--- config.mk ---
export PLATFORM = sky130hd
export DESIGN_NAME = game_scoreboard_flat
export DESIGN_NICKNAME = d
export VERILOG_FILES = /design/src/rtl/game_pkg.sv /design/src/rtl/game_scoreboard_if.sv /design/src/rtl/bcd_digit.sv /design/src/rtl/game_scoreboard.sv /design/src/flat_wrapper.sv
export SDC_FILE = /design/constraint.sdc
export NUM_CORES = 1
export LEC_CHECK = 0
export ABC_AREA = 1
export CAP_MARGIN = 10
export CORE_MARGIN = 2
export CORE_UTILIZATION = 40
export DETAILED_ROUTE_END_ITERATION = 8
export PLACE_DENSITY_LB_ADDON = 0.2
export SYNTH_ARGS = -nofsm -noshare
export SYNTH_HDL_FRONTEND = slang
export SYNTH_HIERARCHICAL = 1
export SYNTH_SLANG_ARGS = --single-unit
--- constraint.sdc ---
create_clock -name clk -period 9.5 [get_ports clk]
set_clock_uncertainty 0.15 [all_clocks]
set_input_delay 1.9 -clock clk [delete_from_list [all_inputs] [get_ports clk]]
set_output_delay 1.9 -clock clk [all_outputs]
set_load 0.01 [all_outputs]
--- src/rtl/game_pkg.sv ---
// Shared whack-a-mole types: game state encoding, BCD digit type and the blank code
// understood by the seven-segment driver.
package game_pkg;

   typedef enum logic [1:0] {
      IDLE = 2'd0,
      RUN  = 2'd1,
      OVER = 2'd2
   } game_state_t;

   typedef logic [3:0] bcd_digit_t;

   localparam bcd_digit_t BLANK_DIGIT  = 4'hF;
   localparam int         SCORE_DIGITS = 4;
   localparam int         TIMER_DIGITS = 2;

   function automatic bcd_digit_t bcd_tens(input int value);
      return bcd_digit_t'((value / 10) % 10);
   endfunction

   function automatic bcd_digit_t bcd_units(input int value);
      return bcd_digit_t'(value % 10);
   endfunction

endpackage

--- src/rtl/game_scoreboard_if.sv ---
// Control pulses into the scoreboard and the eight display digits out to the driver.
interface game_scoreboard_if;
   import game_pkg::*;

   logic       start;
   logic       hit;
   logic       miss;
   logic       running;
   logic       game_over;
   bcd_digit_t display7;
   bcd_digit_t display6;
   bcd_digit_t display5;
   bcd_digit_t display4;
   bcd_digit_t display3;
   bcd_digit_t display2;
   bcd_digit_t display1;
   bcd_digit_t display0;

   modport master (
      output start, hit, miss,
      input  running, game_over,
      input  display7, display6, display5, display4,
      input  display3, display2, display1, display0
   );

   modport slave (
      input  start, hit, miss,
      output running, game_over,
      output display7, display6, display5, display4,
      output display3, display2, display1, display0
   );

endinterface

--- src/rtl/bcd_digit.sv ---
// One cascadable decimal digit. carry/borrow flag that this digit wraps on the current
// inc/dec, so they feed the next digit's inc/dec directly.
module bcd_digit
   import game_pkg::*;
#(
   parameter bcd_digit_t RESET_VALUE = 4'd0
) (
   input  logic       clk,
   input  logic       rst_n,
   input  logic       clr_n,
   input  logic       load_n,
   input  bcd_digit_t load_value,
   input  logic       inc,
   input  logic       dec,
   output bcd_digit_t value,
   output logic       carry,
   output logic       borrow
);

   bcd_digit_t value_reg;

   always_ff @(posedge clk) begin
      if (!rst_n) begin
         value_reg <= RESET_VALUE;
      end else if (!clr_n) begin
         value_reg <= 4'd0;
      end else if (!load_n) begin
         value_reg <= load_value;
      end else if (inc && !dec) begin
         value_reg <= (value_reg == 4'd9) ? 4'd0 : value_reg + 4'd1;
      end else if (dec && !inc) begin
         value_reg <= (value_reg == 4'd0) ? 4'd9 : value_reg - 4'd1;
      end
   end

   assign value  = value_reg;
   assign carry  = inc && !dec && (value_reg == 4'd9);
   assign borrow = dec && !inc && (value_reg == 4'd0);

endmodule

--- src/rtl/game_scoreboard.sv ---
// Whack-a-mole score and countdown engine: IDLE/RUN/OVER state machine, 4-digit BCD
// score, 2-digit BCD seconds timer and the eight digits for the seven-segment driver.
module game_scoreboard
   import game_pkg::*;
#(
   parameter int CLK_HZ       = 100_000_000,
   parameter int GAME_SECONDS = 60
) (
   input  logic              clk,
   input  logic              rst_n,
   game_scoreboard_if.slave  bus
);

   if (GAME_SECONDS < 1 || GAME_SECONDS > 99) begin : g_bad_game_seconds
      $error("game_scoreboard: GAME_SECONDS must be within 1..99");
   end
   if (CLK_HZ < 2) begin : g_bad_clk_hz
      $error("game_scoreboard: CLK_HZ must be at least 2");
   end

   localparam int                    PRESCALE_W    = $clog2(CLK_HZ);
   localparam logic [PRESCALE_W-1:0] TICK_COUNT    = PRESCALE_W'(CLK_HZ - 1);
   localparam bcd_digit_t            SECONDS_TENS  = bcd_tens(GAME_SECONDS);
   localparam bcd_digit_t            SECONDS_UNITS = bcd_units(GAME_SECONDS);

   game_state_t             state_reg;
   logic                    running_reg;
   logic                    game_over_reg;
   logic [PRESCALE_W-1:0]   prescale_reg;

   bcd_digit_t score_digit [SCORE_DIGITS];
   bcd_digit_t timer_digit [TIMER_DIGITS];

   logic in_run;
   logic start_accept;
   logic tick;
   logic final_tick;
   logic score_max;
   logic score_zero;
   logic score_inc;
   logic score_dec;

   assign in_run       = (state_reg == RUN);
   assign start_accept = bus.start && !in_run;
   assign tick         = in_run && (prescale_reg == TICK_COUNT);
   assign final_tick   = tick && (timer_digit[1] == 4'd0) && (timer_digit[0] == 4'd1);

   always_comb begin
      score_max  = 1'b1;
      score_zero = 1'b1;
      for (int i = 0; i < SCORE_DIGITS; i++) begin
         score_max  = score_max && (score_digit[i] == 4'd9);
         score_zero = score_zero && (score_digit[i] == 4'd0);
      end
   end

   // Saturation is resolved here so the digit cascade never wraps past 9999 or 0000.
   assign score_inc = in_run && bus.hit && !bus.miss && !score_max;
   assign score_dec = in_run && bus.miss && !bus.hit && !score_zero;

   always_ff @(posedge clk) begin
      if (!rst_n) begin
         state_reg     <= IDLE;
         running_reg   <= 1'b0;
         game_over_reg <= 1'b0;
         prescale_reg  <= '0;
      end else begin
         case (state_reg)
            IDLE, OVER: begin
               if (bus.start) begin
                  state_reg     <= RUN;
                  running_reg   <= 1'b1;
                  game_over_reg <= 1'b0;
                  prescale_reg  <= '0;
               end
            end
            RUN: begin
               prescale_reg <= tick ? '0 : prescale_reg + PRESCALE_W'(1);
               if (final_tick) begin
                  state_reg     <= OVER;
                  running_reg   <= 1'b0;
                  game_over_reg <= 1'b1;
               end
            end
            default: begin
               state_reg     <= IDLE;
               running_reg   <= 1'b0;
               game_over_reg <= 1'b0;
            end
         endcase
      end
   end

   genvar gi;

   for (gi = 0; gi < SCORE_DIGITS; gi++) begin : g_score
      logic inc;
      logic dec;
      logic carry;
      logic borrow;

      if (gi == 0) begin : g_lsd
         assign inc = score_inc;
         assign dec = score_dec;
      end else begin : g_chain
         assign inc = g_score[gi-1].carry;
         assign dec = g_score[gi-1].borrow;
      end

      bcd_digit #(
         .RESET_VALUE (4'd0)
      ) u_digit (
         .clk        (clk),
         .rst_n      (rst_n),
         .clr_n      (!start_accept),
         .load_n     (1'b1),
         .load_value (4'd0),
         .inc        (inc),
         .dec        (dec),
         .value      (score_digit[gi]),
         .carry      (carry),
         .borrow     (borrow)
      );
   end

   // The timer only counts down and leaves RUN at 00, so its borrow chain never wraps.
   for (gi = 0; gi < TIMER_DIGITS; gi++) begin : g_timer
      localparam bcd_digit_t SEED = (gi == 0) ? SECONDS_UNITS : SECONDS_TENS;
      logic dec;
      logic carry;
      logic borrow;

      if (gi == 0) begin : g_lsd
         assign dec = tick;
      end else begin : g_chain
         assign dec = g_timer[gi-1].borrow;
      end

      bcd_digit #(
         .RESET_VALUE (SEED)
      ) u_digit (
         .clk        (clk),
         .rst_n      (rst_n),
         .clr_n      (1'b1),
         .load_n     (!start_accept),
         .load_value (SEED),
         .inc        (1'b0),
         .dec        (dec),
         .value      (timer_digit[gi]),
         .carry      (carry),
         .borrow     (borrow)
      );
   end

   logic unused_chain;
   assign unused_chain = ^{g_score[SCORE_DIGITS-1].carry, g_score[SCORE_DIGITS-1].borrow,
                           g_timer[TIMER_DIGITS-1].borrow, g_timer[0].carry, g_timer[1].carry};

   assign bus.running   = running_reg;
   assign bus.game_over = game_over_reg;
   assign bus.display7  = score_digit[3];
   assign bus.display6  = score_digit[2];
   assign bus.display5  = score_digit[1];
   assign bus.display4  = score_digit[0];
   assign bus.display3  = BLANK_DIGIT;
   assign bus.display2  = BLANK_DIGIT;
   assign bus.display1  = timer_digit[1];
   assign bus.display0  = timer_digit[0];

endmodule

--- src/flat_wrapper.sv ---
// flat-port wrapper written by rule: the top's interface ports become plain ports
module game_scoreboard_flat import game_pkg::*;
#(
   parameter int CLK_HZ       = 100_000_000,
   parameter int GAME_SECONDS = 60
)
  (clk, rst_n, bus_start, bus_hit, bus_miss, bus_running, bus_game_over, bus_display7, bus_display6, bus_display5, bus_display4, bus_display3, bus_display2, bus_display1, bus_display0);
  game_scoreboard_if bus_i ();
  input  logic clk;
  input  logic rst_n;
  input wire logic [$bits(bus_i.start)-1:0] bus_start;
  input wire logic [$bits(bus_i.hit)-1:0] bus_hit;
  input wire logic [$bits(bus_i.miss)-1:0] bus_miss;
  output wire logic [$bits(bus_i.running)-1:0] bus_running;
  output wire logic [$bits(bus_i.game_over)-1:0] bus_game_over;
  output wire logic [$bits(bus_i.display7)-1:0] bus_display7;
  output wire logic [$bits(bus_i.display6)-1:0] bus_display6;
  output wire logic [$bits(bus_i.display5)-1:0] bus_display5;
  output wire logic [$bits(bus_i.display4)-1:0] bus_display4;
  output wire logic [$bits(bus_i.display3)-1:0] bus_display3;
  output wire logic [$bits(bus_i.display2)-1:0] bus_display2;
  output wire logic [$bits(bus_i.display1)-1:0] bus_display1;
  output wire logic [$bits(bus_i.display0)-1:0] bus_display0;
  assign bus_i.start = bus_start;
  assign bus_i.hit = bus_hit;
  assign bus_i.miss = bus_miss;
  assign bus_running = bus_i.running;
  assign bus_game_over = bus_i.game_over;
  assign bus_display7 = bus_i.display7;
  assign bus_display6 = bus_i.display6;
  assign bus_display5 = bus_i.display5;
  assign bus_display4 = bus_i.display4;
  assign bus_display3 = bus_i.display3;
  assign bus_display2 = bus_i.display2;
  assign bus_display1 = bus_i.display1;
  assign bus_display0 = bus_i.display0;
  game_scoreboard #(.CLK_HZ(CLK_HZ), .GAME_SECONDS(GAME_SECONDS)) u_core (.clk(clk), .rst_n(rst_n), .bus(bus_i));
endmodule
==> flow_summary_export.csv, run 1 <==
group,metric,value,unit
finish,finish.instance_area,5100,sq um
sta,rsz0062_at_grt,"no",
die,core,10900,sq um
routing,postRouteAntennaNets,0,
setup_path,cpMostUsedCell,"inv_1",
grt,grt_pass1_wl,18800,um
die,die_y,110,um
routing,drt-wirelength-per-cell,11.8,um
sta,finalHoldViolations,0,
power_and_ir_drop,power.switching,0.172,mW
finish,regArea,1080,sq um
power_and_ir_drop,p_leak,2.09,nW
clocking,cts_setup_buffers,0,
logic_synthesis,yosys_warnings,6,
sta,drv_slew,0,
finish,fin_cells,944,
status,status,"finished clean",
setup_path,cp_max_fo,5,
grt,grt_pass1_vias,4242,
sta,final.setup.tns,0,ns
finish,area.growth.synth_to_final,13.4,%
setup_path,crit_buf_inv,6,
setup_path,crit_start,"bus_hit",
finish,antenna_cells,0,
finish,nets,824,
power_and_ir_drop,intPower,0.338,mW
power_and_ir_drop,p_seq_share,49.2,%
setup_path,rrSetupSlack,5.32,ns
die,die-area,12100,sq um
die,start_util,41.3,%
place,gp_congestion,0.939,
power_and_ir_drop,ir_drop,0.0000570,V
power_and_ir_drop,switching_share,33.7,%
place,placed_cell_area,5010,sq um
setup_path,path_delay_family,"adder cells",
grt,antenna_found_initial,0,
routing,drtPass1Iterations,6,
setup_path,slowest_stage,"clkdlybuf4s50_1",
setup_path,worstRegToRegCells,18,
clocking,worst_skew_pair.late_latency,0.31,ns
logic_synthesis,synth.avg_cell_area,6.08,sq um
clocking,cts_resized,0,
logic_synthesis,netlist_area,4500,sq um
power_and_ir_drop,pwr_density_cell,99.8,nW/um^2
clocking,cts_sinks,54,
finish,multi_input_comb_area,3070,sq um
setup_path,r2r_start,"u_core/g_score[3].u_digit/value[1]",
place,dp_hpwl,8590,um
min_path,hold_path_class,"flip-flop to flip-flop",
setup_path,end_kind,"flip-flop",
sta,setup_viol,0,
sta,slew_headroom,36.9,%
routing,drcViolationCount,0,
routing,vias_per_cell,5.00,
setup_path,crit_cells,17,
sta,max_freq,181,MHz
sta,fin_crit_sh,58.1,%
sta,tightest_slew,0.943,ns
setup_path,cp.arrival,5.58,ns
setup_path,cpPeakStageDelay,0.48,ns
grt,globalRouteOverflowTotal,0,
clocking,htreeDepth,2,
setup_path,required,9.56,ns
place,portBuffers,30,
grt,grt_start_max_net_pins,24,
finish,final_common_cell,"nand2_1",
routing,drtIter0Drc,218,
clocking,cts_root_buf,"clkbuf_8",
finish,largest_register_ffs,27,
setup_path,crit_path_cell_trace,"clkdlybuf4s50_1 > nand2_1 > a211oi_1 > ha_1 > inv_1 > nor3_1 > ha_1 > inv_1 > nor3_1 > ha_1 > inv_1 > nor3_1 > inv_1 > ha_1 > nand2_1 > inv_1 > a2111oi_2",
clocking,tritoncts,"yes",
routing,vias,4720,
flow_run,cap_violations,0,
setup_path,path_class,"input pin to flip-flop",
finish,final_cell_mix,"214 x nand2_1, 97 x nor2_1, 84 x inv_1",
die,rows,38,
grt,track_usage,19.0,%
finish,n_fill_cell,1153,
power_and_ir_drop,pwr-share-comb,24.4,%
setup_path,endpoint,"u_core/g_score[3].u_digit/value[0]",
clocking,hold_buffers,0,
die,io_pins,39,
power_and_ir_drop,clkPwrFrac,26.4,%
clocking,clk_pin_slew_worst_paths,0.09,ns
setup_path,crit_path_start_kind,"input pin",
die,dieWidth,110,um
clocking,cts_buffers,5,
sta,post-route-min-period,5.52,ns
clocking,clk_path_buf_depth,2,
routing,wirelength,11100,um
place,dp.cells,936,
logic_synthesis,netlist_instances,741,
finish,drive_above_1_share,10.2,%
setup_path,rr_endpoint,"u_core/g_score[3].u_digit/value[0]",
power groups by stage:
stage	Sequential (mW)	Combinational, mW	Clock (mW)
floorplan	0.255	0.0901	0
global placement	0.255	0.120	0
detailed placement	0.255	0.122	0
CTS	0.250	0.123	0.141
global route	0.253	0.140	0.150
finish	0.250	0.124	0.135
layout make-up:
cell class,count,area share [%]
repair buffers,30,5.88
inverters,102,7.58
clock buffers,6,1.62
well taps,140,3.43
flip-flops and latches,54,21.2
multi-input cells,610,60.1
clock inverters,2,0.245
tightest hold or removal path, cell delays in order (launching register included):
cell and delay, ns:
dfxtp_1 0.34, nand2_1 0.06, a21oi_1 0.06
per-stage QoR:
step | total power, mW | setup WS, ns | hold slack [ns] | util (%)
finish | 0.509 | 3.98 | 0.343 | 46.9
CTS | 0.514 | 3.96 | 0.340 | 46.9
global placement | 0.376 | 3.85 | 0.317 | 46.0
floorplan | 0.345 | 4.68 | 0.302 | -
global route | 0.543 | 3.61 | 0.360 | 46.9
detailed placement | 0.377 | 3.63 | 0.322 | 46.0
worst min-delay path by stage:
stage | start | to | slack (ns) | depth (start not counted)
after global routing | u_core/prescale_reg[26] | u_core/prescale_reg[26] | 0.36 | 2
after floorplan | u_core/prescale_reg[26] | u_core/prescale_reg[26] | 0.30 | 2
after CTS | u_core/prescale_reg[26] | u_core/prescale_reg[26] | 0.34 | 2
final | u_core/prescale_reg[26] | u_core/prescale_reg[26] | 0.34 | 2
after global placement | u_core/prescale_reg[26] | u_core/prescale_reg[26] | 0.32 | 2
after detailed placement | u_core/bus.running | u_core/bus.running | 0.32 | 2
routing by layer:
| layer | part of all wire (%) | global-route usage (%) |
|---|---|---|
| met3 | 4.7 | 2.70 |
| met5 | 0 | 0 |
| met1 | 47 | 24.3 |
| met4 | 2.2 | 6.42 |
| met2 | 46 | 32.7 |
(Power assumes the default switching activity.)
==> run 2, diff against run 1 <==
==> constraint.sdc (replaced) <==
create_clock -name clk -period 5.75 [get_ports clk]
set_clock_uncertainty 0.15 [all_clocks]
set_input_delay 1.15 -clock clk [delete_from_list [all_inputs] [get_ports clk]]
set_output_delay 1.15 -clock clk [all_outputs]
set_load 0.01 [all_outputs]
==> results of run 2 <==
Same layout as run 1 (identical final DEF). Status: finished clean.
Among the figures that moved: setup slack after placement 3.63 ns -> 0.630 ns; setup slack after layout 3.98 ns -> 0.983 ns; register-to-register setup slack 5.32 ns -> 1.57 ns; total power 0.509 mW -> 0.841 mW; worst IR drop on VDD 0.0000570 V -> 0.0000942 V
==> run 3, diff against run 2 <==
==> constraint.sdc (replaced) <==
create_clock -name clk -period 4.8 [get_ports clk]
set_clock_uncertainty 0.15 [all_clocks]
set_input_delay 0.96 -clock clk [delete_from_list [all_inputs] [get_ports clk]]
set_output_delay 0.96 -clock clk [all_outputs]
set_load 0.01 [all_outputs]
==> flow_summary_export.csv, run 3 (synthesized netlist as in run 1, its figures left out) <==
group,metric,value,unit
status,status,"finished clean",
routing,wl_met1,5180,um
routing,vias,4722,
sta,fin_crit_sh,91.8,%
routing,wl_met3,535,um
clocking,clk_pin_slew_worst_paths,0.09,ns
setup_path,cpMostUsedCell,"inv_1",
die,rows,38,
place,dp.cells,936,
routing,postRouteAntennaNets,0,
finish,nets,824,
clocking,hold_buffers,0,
finish,largest_register_ffs,27,
place,portBuffers,30,
setup_path,crit_start,"bus_hit",
place,placed_cell_area,5010,sq um
setup_path,end_kind,"flip-flop",
clocking,clk_path_buf_depth,2,
die,die_y,110,um
die,start_util,41.3,%
clocking,htreeDepth,2,
finish,final_util,47.0,%
routing,wl_met2,5170,um
setup_path,worstRegToRegCells,18,
power_and_ir_drop,p_total,1.01,mW
setup_path,crit_path_start_kind,"input pin",
grt,globalRouteOverflowTotal,0,
grt,antenna_found_initial,0,
sta,slew_headroom,37.0,%
finish,antenna_cells,0,
power_and_ir_drop,p_leak,2.09,nW
grt,grt_pass1_wl,18800,um
sta,post-route-min-period,4.41,ns
setup_path,rr_endpoint,"u_core/g_score[3].u_digit/value[0]",
grt,track_usage,19.0,%
sta,finalHoldViolations,0,
finish,final_common_cell,"nand2_1",
grt,grt_pass1_vias,4242,
clocking,cts_buffers,5,
min_path,min_path_cells,2,
setup_path,cp_max_fo,5,
sta,setup_viol,0,
die,io_pins,39,
sta,rsz0062_at_grt,"no",
die,die-area,12100,sq um
routing,drtIter0Drc,214,
die,core,10900,sq um
sta,max_freq,227,MHz
finish,final_cell_mix,"214 x nand2_1, 97 x nor2_1, 84 x inv_1",
routing,vias_per_cell,5.00,
min_path,hold_path_class,"flip-flop to flip-flop",
setup_path,slowest_stage,"clkdlybuf4s50_1",
sta,drv_slew,0,
setup_path,endpoint,"u_core/g_score[3].u_digit/value[0]",
finish,area.growth.synth_to_final,13.6,%
setup_path,crit_path_cell_trace,"clkdlybuf4s50_1 > nand2_1 > a211oi_2 > ha_1 > inv_1 > nor3_1 > ha_1 > inv_1 > nor3_2 > ha_1 > inv_1 > nor3_1 > inv_1 > ha_1 > nand2_1 > inv_1 > a2111oi_2",
setup_path,rrSetupSlack,0.78,ns
finish,finish.instance_area,5110,sq um
routing,highest_layer,"met4",
clocking,cts_sinks,54,
clocking,worst_skew_pair.late_latency,0.31,ns
flow_run,cap_violations,0,
routing,drtPass1Iterations,5,
place,dp_hpwl,8590,um
setup_path,required,4.86,ns
setup_path,r2r_start,"u_core/state_reg[0]",
routing,drcViolationCount,0,
power_and_ir_drop,pwr_density_cell,197,nW/um^2
min_path,min_from,"u_core/prescale_reg[26]",
routing,wirelength,11100,um
finish,drive_above_1_share,10.4,%
routing,drt-wirelength-per-cell,11.8,um
setup_path,path_class,"input pin to flip-flop",
die,dieWidth,110,um
setup_path,cpPeakStageDelay,0.48,ns
power_and_ir_drop,ir_drop,0.000113,V
finish,fin_cells,944,
sta,tightest_slew,0.942,ns
setup_path,cp.arrival,4.47,ns
clocking,cts_root_buf,"clkbuf_8",
grt,grt_start_max_net_pins,24,
clocking,tritoncts,"yes",
place,gp_congestion,0.939,
run 3: how the worst min path moves through the flow:
stage                     slack, ns                 endpoint
after global routing           0.36  u_core/prescale_reg[26]
after floorplan                0.30  u_core/prescale_reg[26]
after detailed placement       0.32       u_core/bus.running
after CTS                      0.34  u_core/prescale_reg[26]
after global placement         0.32  u_core/prescale_reg[26]
final                          0.34  u_core/prescale_reg[26]
run 3: power by group:
part	internal [mW]	total, mW	switching (mW)
registers	0.464	0.495	0.0319
logic	0.0882	0.247	0.159
clock network	0.116	0.266	0.150
total	0.668	1.01	0.340
run 3: metrics by stage:
| stage | setup WS (ns) | hold slack, ns | setup TNS [ns] |
|---|---|---|---|
| 2_1_floorplan | 0.925 | 0.302 | 0 |
| 3_3_place_gp | 0.0914 | 0.317 | 0 |
| 3_5_place_dp | -0.130 | 0.322 | -0.317 |
| 4_1_cts | 0.201 | 0.340 | 0 |
| 5_1_grt | 0.0772 | 0.360 | 0 |
| 6_report | 0.393 | 0.342 | 0 |
run 3: repair_timing:
action                     4_1_cts  5_1_grt
buffers inserted                 0        0
setup endpoints to repair        0        4
resized for setup                0        2
run 3: layer usage:
metal / vias up / GRT usage [%]
li1: 2477 / -
met1: 2109 / 24.3
met2: 120 / 32.7
met3: 16 / 2.70
met4: 0 / 6.42
met5: - / 0
run 3: cell type report:
type | instances | area [sq um]
clock buffer | 6 | 82.6
clock inverter | 2 | 12.5
fill | 1152 | 5770
inverter | 102 | 387
multi-input combinational | 610 | 3080
sequential | 54 | 1080
tap | 140 | 175
timing repair buffer | 30 | 300
run 3: worst max-delay path: cells and delay by family:
kind,cells,cell delay (ns)
buffers and inverters,6,0.97
and+or+nand+nor,5,0.99
adders and majority gates,4,1.04
AOI/OAI and AO/OA,2,0.50
==> edit: new RTL, flow settings as in run 2 <==
`CLK_HZ` is set to 100_000_000 in 2 places; all go to 400_000_000.
--- a/src/rtl/game_scoreboard.sv
+++ b/src/rtl/game_scoreboard.sv
@@ -3,7 +3,7 @@
 module game_scoreboard
    import game_pkg::*;
 #(
-   parameter int CLK_HZ       = 100_000_000,
+   parameter int CLK_HZ       = 400_000_000,
    parameter int GAME_SECONDS = 60
 ) (
    input  logic              clk,
--- a/src/flat_wrapper.sv
+++ b/src/flat_wrapper.sv
@@ -1,7 +1,7 @@
 // flat-port wrapper written by rule: the top's interface ports become plain ports
 module game_scoreboard_flat import game_pkg::*;
 #(
-   parameter int CLK_HZ       = 100_000_000,
+   parameter int CLK_HZ       = 400_000_000,
    parameter int GAME_SECONDS = 60
 )
   (clk, rst_n, bus_start, bus_hit, bus_miss, bus_running, bus_game_over, bus_display7, bus_display6, bus_display5, bus_display4, bus_display3, bus_display2, bus_display1, bus_display0);
Check against the original RTL: no difference found for any inputs over 10 cycles, from zero or initial values and one cycle with rst_n low; that may be too few to reach the edited logic, so the function may still have changed.
==> edit against run 2 <==
- sequential cell count increased by 2
- area after synthesis increased by 2.6%
- synthesized cell count increased by 7.8%
- power increased by 7.9%
- wire length increased by 3.1%
- via count increased by 3.3%
- cell count increased by 5.9%
- setup slack improved by 0.083 ns
- first-iteration DRC count increased by 60%
- utilization decreased by 0.58 points
- final area increased by 2.7%
- worst hold slack about the same
- largest power group unchanged
- sequential power increased by 3%
- fmax increased by 1.8%
- largest cell class unchanged
==> edit: results (changes against run 2) <==
| Metric | Value |
|---|---|
| Reg clk slew, reported paths | `0.07 ns (was 0.09 ns)` |
| Worst-Margin Slew | `0.9199 ns (was 0.9431 ns)` |
| N_diodes | `0 (unchanged)` |
| Max H-tree Level | `2 (unchanged)` |
| Max FFs per register | `29 (was 27)` |
| Critical path data arrival time | `4.73 ns (was 4.83 ns)` |
| Critical Path Fanout Max | `5 (unchanged)` |
| Antenna violations before repair | `0 (unchanged)` |
| Clock latency on the worst-skew pair | `0.30 ns` |
| Post-cts repair resize count | `0 (unchanged)` |
| DRT iter0 DRCs | `348 (was 218)` |
| Pleak | `0.002117 uW (was 0.002086 uW)` |
| Tightest Hold Check Type | `flip-flop to flip-flop (unchanged)` |
| GP Congestion | `0.8362 (was 0.9388)` |
| DP HPWL | `8.534 mm (was 8.588 mm)` |
| First-pass GRT wire length | `19.64 mm (was 18.80 mm)` |
| Vias in the first global route | `4,172 (was 4,242)` |
| Grt peak-use layer | `met2 (unchanged)` |
| Pre-antenna DRT Iters | `5 (was 6)` |
| Met3 Track Usage GR | `3.103% (was 2.704%)` |
| Ys Warns | `6 (unchanged)` |
| Post-CTS Setup Bufs | `0 (unchanged)` |
| Vias | `4,875 (was 4,720)` |
| Total GRT Usage | `18.64% (was 19.03%)` |
| Maximum VDD drop | `0.1119 mV (was 0.09421 mV)` |
| CTS buffer count | `5 (unchanged)` |
| Final layout net count | `878 (was 824)` |
| Root Driver | `clkbuf_16 (was clkbuf_8)` |
| Largest net degree at the start of global routing | `30 (was 24)` |
| Global Route met2 Usage | `30.08% (was 32.73%)` |
| I/O Buffers | `30 (unchanged)` |
| Status | `finished clean (unchanged)` |
| Layout cell share with drive strength beyond 1 | `5.834% (was 10.20%)` |
| Routed len/inst | `11.47 um (was 11.79 um)` |
| Global routing usage on met1 | `26.16% (was 24.30%)` |
| Longest Clk Path Bufs | `2 (unchanged)` |
edit: metrics by stage:
step                      area [um^2]  worst slack [ns]  instances  total power, uW  utilization [%]
after floorplan                  4781             1.687        842            567.7                -
after global placement           5107            0.9440        993            616.9            45.11
after detailed placement         5107            0.8218        993            614.6            45.11
after CTS                        5241             1.098       1000            918.2            46.30
after global routing             5241            0.6822       1000            961.9            46.30
final                            5241             1.066       1000            907.9            46.30
edit: final cells by class:
type                    instances  area, um^2
clock buffers                   6       128.9
inverters                     100       376.6
clock inverters                 1       5.005
fillers                      1260        6080
repair buffers                 30       300.3
multi-input cells             664        3131
flip-flops and latches         56        1121
well taps                     143       178.9
edit: worst max-delay path, cell delays in order:
cell             delay [ns]
clkdlybuf4s50_1        0.47
nand2_1                0.06
a211oi_1               0.26
ha_1                   0.25
inv_1                  0.10
nor3_1                 0.27
ha_1                   0.25
inv_1                  0.10
nor3_1                 0.31
ha_1                   0.27
inv_1                  0.11
nor3_1                 0.27
inv_1                  0.07
ha_1                   0.31
nand2_1                0.10
inv_1                  0.10
a2111oi_2              0.29
edit: path summary, 6_finish.rpt:
kind	end	slack (ns)	startpoint	cells past startpoint
worst max-delay path	u_core/g_score[3].u_digit/value[0]	1.07	bus_hit	17
worst min-delay path	u_core/state_reg[1]	0.34	u_core/state_reg[1]	2
worst max register to register	u_core/g_score[3].u_digit/value[0]	1.29	u_core/state_reg[0]	19
worst min register to register	u_core/state_reg[1]	0.34	u_core/state_reg[1]	2
edit: layer usage:
| layer | vias up | wire (um) |
|---|---|---|
| met1 | 2140 | 5660 |
| met5 | - | 0 |
| li1 | 2628 | - |
| met4 | 0 | 113 |
| met2 | 100 | 5218 |
| met3 | 7 | 476 |
edit: power by group:
part           leakage [uW]  switching, uW  internal, uW
clock             0.0000667            141           159
combinational       0.00159            115          67.7
sequential         0.000455           25.8           400
total               0.00212            281           627
